File: src/rtl/ntt_cmd_scheduler.sv
// Command scheduler for the NTT core: queues host requests in a FIFO and issues them one at a
// time, pulsing core_start, holding the configuration for the fixed run length, then reporting done.
module ntt_cmd_scheduler #(
    parameter int unsigned DEPTH      = 4,
    parameter int unsigned LAT_NTT    = 234,
    parameter int unsigned LAT_MULT   = 146,
    parameter int unsigned LAT_ADDSUB = 70
) (
    input  logic                       clk,
    input  logic                       rst,
    input  logic                       cmd_valid,
    output logic                       cmd_ready,
    input  logic [1:0]                 cmd_mode,
    input  logic                       cmd_add_or_sub,
    input  logic [7:0]                 cmd_off_a,
    input  logic [7:0]                 cmd_off_b,
    input  logic [7:0]                 cmd_off_w,
    input  logic [3:0]                 cmd_tag,
    input  logic                       flush,
    output logic                       core_start,
    output logic [1:0]                 core_mode,
    output logic                       core_add_or_sub,
    output logic [7:0]                 core_r_start_offset_A,
    output logic [7:0]                 core_r_start_offset_B,
    output logic [7:0]                 core_w_data_addr_offset,
    input  logic                       core_w_data_en,
    output logic                       done,
    output logic [3:0]                 done_tag,
    output logic [7:0]                 done_wr_count,
    output logic                       busy,
    output logic [$clog2(DEPTH):0]     fifo_level
);

    localparam int unsigned AW = $clog2(DEPTH);
    localparam int unsigned LW = AW + 1;
    localparam int unsigned EW = 4 + 2 + 1 + 8 + 8 + 8;

    typedef enum logic [1:0] {StIdle, StIssue, StRun, StDone} state_e;

    state_e          state_q, state_d;
    logic [EW-1:0]   mem_q [DEPTH];
    logic [AW-1:0]   wr_ptr_q, rd_ptr_q;
    logic [LW-1:0]   level_q;
    logic            full, empty, push, pop;
    logic [EW-1:0]   entry, head;

    logic [1:0]      mode_q;
    logic            aos_q;
    logic [7:0]      off_a_q, off_b_q, off_w_q;
    logic [3:0]      tag_q;
    logic [7:0]      run_cnt_q, wr_cnt_q;
    logic [7:0]      lat_m1;

    assign full      = (level_q == LW'(DEPTH));
    assign empty     = (level_q == '0);
    assign cmd_ready = ~full & ~flush;
    assign push      = cmd_valid & cmd_ready;
    // flush wins over a pending pop so nothing leaves the queue on a flush edge
    assign pop       = (state_q == StIdle) & ~empty & ~flush;
    assign entry     = {cmd_tag, cmd_mode, cmd_add_or_sub, cmd_off_a, cmd_off_b, cmd_off_w};
    assign head      = mem_q[rd_ptr_q];

    always_ff @(posedge clk) begin
        if (push) begin
            mem_q[wr_ptr_q] <= entry;
        end
    end

    always_ff @(posedge clk or negedge rst) begin
        if (!rst) begin
            wr_ptr_q <= '0;
            rd_ptr_q <= '0;
            level_q  <= '0;
        end else if (flush) begin
            wr_ptr_q <= '0;
            rd_ptr_q <= '0;
            level_q  <= '0;
        end else begin
            if (push) wr_ptr_q <= wr_ptr_q + 1'b1;
            if (pop)  rd_ptr_q <= rd_ptr_q + 1'b1;
            if (push && !pop)      level_q <= level_q + 1'b1;
            else if (pop && !push) level_q <= level_q - 1'b1;
        end
    end

    always_comb begin
        lat_m1 = 8'(LAT_NTT - 1);
        unique case (mode_q)
            2'd0, 2'd1: lat_m1 = 8'(LAT_NTT - 1);
            2'd2:       lat_m1 = 8'(LAT_MULT - 1);
            2'd3:       lat_m1 = 8'(LAT_ADDSUB - 1);
        endcase
    end

    always_comb begin
        state_d = state_q;
        unique case (state_q)
            StIdle:  if (pop) state_d = StIssue;
            StIssue: state_d = StRun;
            StRun:   if (run_cnt_q == lat_m1) state_d = StDone;
            StDone:  state_d = StIdle;
        endcase
    end

    always_ff @(posedge clk or negedge rst) begin
        if (!rst) begin
            state_q   <= StIdle;
            mode_q    <= '0;
            aos_q     <= 1'b0;
            off_a_q   <= '0;
            off_b_q   <= '0;
            off_w_q   <= '0;
            tag_q     <= '0;
            run_cnt_q <= '0;
            wr_cnt_q  <= '0;
        end else begin
            state_q <= state_d;
            if (pop) begin
                {tag_q, mode_q, aos_q, off_a_q, off_b_q, off_w_q} <= head;
            end
            if (state_q == StIssue) begin
                run_cnt_q <= '0;
                wr_cnt_q  <= '0;
            end else if (state_q == StRun) begin
                run_cnt_q <= run_cnt_q + 1'b1;
                if (core_w_data_en && wr_cnt_q != 8'hff) wr_cnt_q <= wr_cnt_q + 1'b1;
            end
        end
    end

    assign core_start              = (state_q == StIssue);
    assign busy                    = (state_q != StIdle);
    assign done                    = (state_q == StDone);
    assign done_tag                = done ? tag_q : '0;
    assign done_wr_count           = done ? wr_cnt_q : '0;
    assign core_mode               = mode_q;
    assign core_add_or_sub         = aos_q;
    assign core_r_start_offset_A   = off_a_q;
    assign core_r_start_offset_B   = off_b_q;
    assign core_w_data_addr_offset = off_w_q;
    assign fifo_level              = level_q;

endmodule

File: config.mk
export PLATFORM = sky130hd
export DESIGN_NAME = ntt_cmd_scheduler
export DESIGN_NICKNAME = d
export VERILOG_FILES = /design/src/rtl/ntt_cmd_scheduler.sv
export SDC_FILE = /design/constraint.sdc
export NUM_CORES = 1
export LEC_CHECK = 0
export CAP_MARGIN = 20
export CORE_ASPECT_RATIO = 0.8
export CORE_UTILIZATION = 40
export DETAILED_ROUTE_END_ITERATION = 12
export GPL_TIMING_DRIVEN = 0
export MAX_ROUTING_LAYER = met4
export PLACE_DENSITY = 0.66
export SYNTH_ARGS = -nofsm -noshare
export SYNTH_HDL_FRONTEND = slang
export SYNTH_SLANG_ARGS = --single-unit
File: constraint.sdc
create_clock -name clk -period 2.1 [get_ports clk]
set_input_delay 0.42 -clock clk [delete_from_list [all_inputs] [get_ports clk]]
set_output_delay 0.42 -clock clk [all_outputs]
set_load 0.05 [all_outputs]
==> impl_metrics.tcl <==
set metrics [dict create \
    drt_iter0_markers 261 \
    rsz0062_at_grt "true" \
    die_h_microns 123 \
    num_vias 3911 \
    coreArea_sq_um 17500 \
    p_per_area_nw_per_um2 854 \
    hp-class "in2async" \
    globalplace.congestion 0.804 \
    hold_buffers 0 \
    synth_area_per_cell_sq_um 17.4 \
    root_buffer "clkbuf_16" \
    setup_viol 93 \
    yosys_warnings 0 \
    synth_area_leader_cell "edfxtp_1" \
    ioPinCount 82 \
    track_usage_pct 16.8 \
    arrival_ns 2.29 \
    hold_viol 0 \
    cts_tree "built" \
    p_total_mw 7.67 \
    criticalPathCategory "reg2reg" \
    layout_common_cells "124 x edfxtp_1, 54 x clkdlybuf4s50_1, 52 x dfrtp_1" \
    antenna_left 0 \
    clkLatencyLatePin_ns 0.42 \
    drcViolationCount 3 \
    num_rows 43 \
    yosysSeqAreaShare_pct 70.4 \
    tightest_slew_ns 0.898 \
    port_buffers 81 \
    synth.area.top_cells "edfxtp_1 51%, dfrtp_1 19%, mux4_2 9.6%" \
    cp-start-kind "register" \
    status "complete, but fails checks" \
    p_leak_nw 3.41 \
    endpoint_kind "register" \
    start_util_pct 41.5 \
    grt_overflow 0 \
    die_x_microns 153 \
    antenna_found_initial 0 \
    h-tree-depth 4 \
    fmaxAchievable_mhz 446 \
    finalWorstPathRequiredPeriod_ns 2.24 \
    grt_pass1_vias 4127 \
    final_common_cell "edfxtp_1" \
    netlist_instances 417 \
    vias_per_cell 5.17 \
    synthFlopType "edfxtp_1" \
    routedWlPerCell_microns 18.8 \
    max_slew_margin_pct 40.1 \
    synth_top_area_share_pct 51.2 \
    die-area_sq_um 18700 \
    synth_fp_nets 466 \
    cts.clk_slew.worst_paths_ns 0.06 \
    grt_max_degree 57 \
    drive_gt1_share_pct 26.3 \
    ys_types 47 \
    crit_path_max_fanout 31 \
    synth_area_sq_um 7280 \
    synth_seq_cells 180 \
    area_delta_synth_final_pct 23.4 \
    drv_slew 0 \
    finalClockSkew_ns 0.00815 \
    fin_ws_ns -0.142 \
    clockBufferDepth 2 \
    totalWireLength_microns 14200 \
    nets 568 \
    finalCritPeriodShare_pct 107 \
    async_flop_share_pct 31.1 \
    instances_no_fill 757 \
    cts.sinks 180 \
    first_pass_iters 11 \
    place_inst 723 \
    peakVddDrop_mv 0.464 \
    cp.required_ns 2.15 \
    place_ws_ns -0.550 \
    hpwl_microns 8700 \
    grt_pass1_wl_microns 22400 \
    cts_buffers 17 \
    cap_violations 0 \
    violations "DRC, setup timing" \
    synth_edf_count 124 \
    diodes 0 \
]
[final cells by class]
cell class                 count  area (sq um)
fill                        1428          8560
sequential                   180          5130
multi-input combinational    205          2050
timing repair buffer          83           818
clock buffer                  23           448
tap                          225           282
clock inverter                 9           104
buffer                        19           104
inverter                      13          48.8
[cells in the mapped netlist, types with 3 or more instances]
master and number:
o21ai_0 5, inv_1 13, xnor2_1 6, mux4_2 31, nand2_1 16, a21oi_1 16
clkbuf_1 7, xor2_1 3, nor3_1 6, and2_1 16, o21ai_1 4, ha_1 12
nand3_1 8, buf_2 9, mux2_2 33, dfrtp_1 56, edfxtp_1 124, o2bb2ai_1 3
nor2_1 15
[per-stage QoR]
step / TNS (ns) / utilization (%) / hold WS (ns) / instance area [sq um]
after global routing: -26.00 / 51.2 / 0.158 / 8980
after detailed placement: -77.97 / 47.8 / 0.491 / 8390
after global placement: -164.04 / 47.9 / 0.487 / 8390
after CTS: -22.37 / 50.9 / 0.126 / 8920
final: -11.86 / 51.2 / 0.0864 / 8980
after floorplan: -0.0349 / - / 0.124 / 7300
[critical path, cell delays in order, from the launching register on]
cell	delay, ns
dfrtp_2	0.40
clkbuf_2	0.19
a211oi_4	0.43
and2_2	0.81
[kinds of logic (layout without fill, tap and decap cells)]
group | count (synthesis) | count (layout) | share of synthesized area (%)
DFF | 180 | 180 | 70.4
and+or+nand+nor | 78 | 78 | 5.76
muxes | 65 | 65 | 14.8
AOI/OAI and AO/OA | 40 | 40 | 3.58
buffers and inverters | 32 | 147 | 1.96
adders and majority gates | 13 | 13 | 2.34
xor gates and xnor gates | 9 | 9 | 1.08
[timing repair]
item / CTS / global route
gates resized for setup: 80 / 27
pin swaps: 0 / 1
setup endpoints to repair: 145 / 181
buffers inserted: 1 / 1
[power breakdown]
part	internal [mW]	switching, mW	total (mW)
combinational	0.244	0.311	0.555
clock	1.75	1.27	3.02
sequential	3.97	0.130	4.09
[flip-flops by register name, indices dropped and copies added (netlist names), 3 cells and up]
name	flops
core_r_start_offset_B	8
wr_cnt_q	8
mem_q	124
core_r_start_offset_A	8
fifo_level	3
core_w_data_addr_offset	8
tag_q	4
run_cnt_q	8
[worst paths after layout]
path / slack, ns / end / cells past startpoint / startpoint
setup / recovery: -0.14 / mem_q[1][13] / 3 / fifo_level[2]
hold / removal: 0.09 / core_r_start_offset_B[1] / 1 / rst
setup reg to reg: -0.14 / mem_q[1][13] / 3 / fifo_level[2]
hold reg to reg: 0.51 / tag_q[3] / 1 / tag_q[3]
max in group asynchronous: 1.40 / state_q[0] / 1 / rst
min in group clk: 0.51 / tag_q[3] / 1 / tag_q[3]
[per-layer routing]
layer,part of all wire [%],track usage [%],vias to the layer above
met4,1.1,5.62,0
met1,46,21.7,2013
met5,0,-,-
met3,3.7,3.88,11
li1,-,-,1801
met2,49,26.5,86
Note: power is estimated with default switching activity, not from simulation.
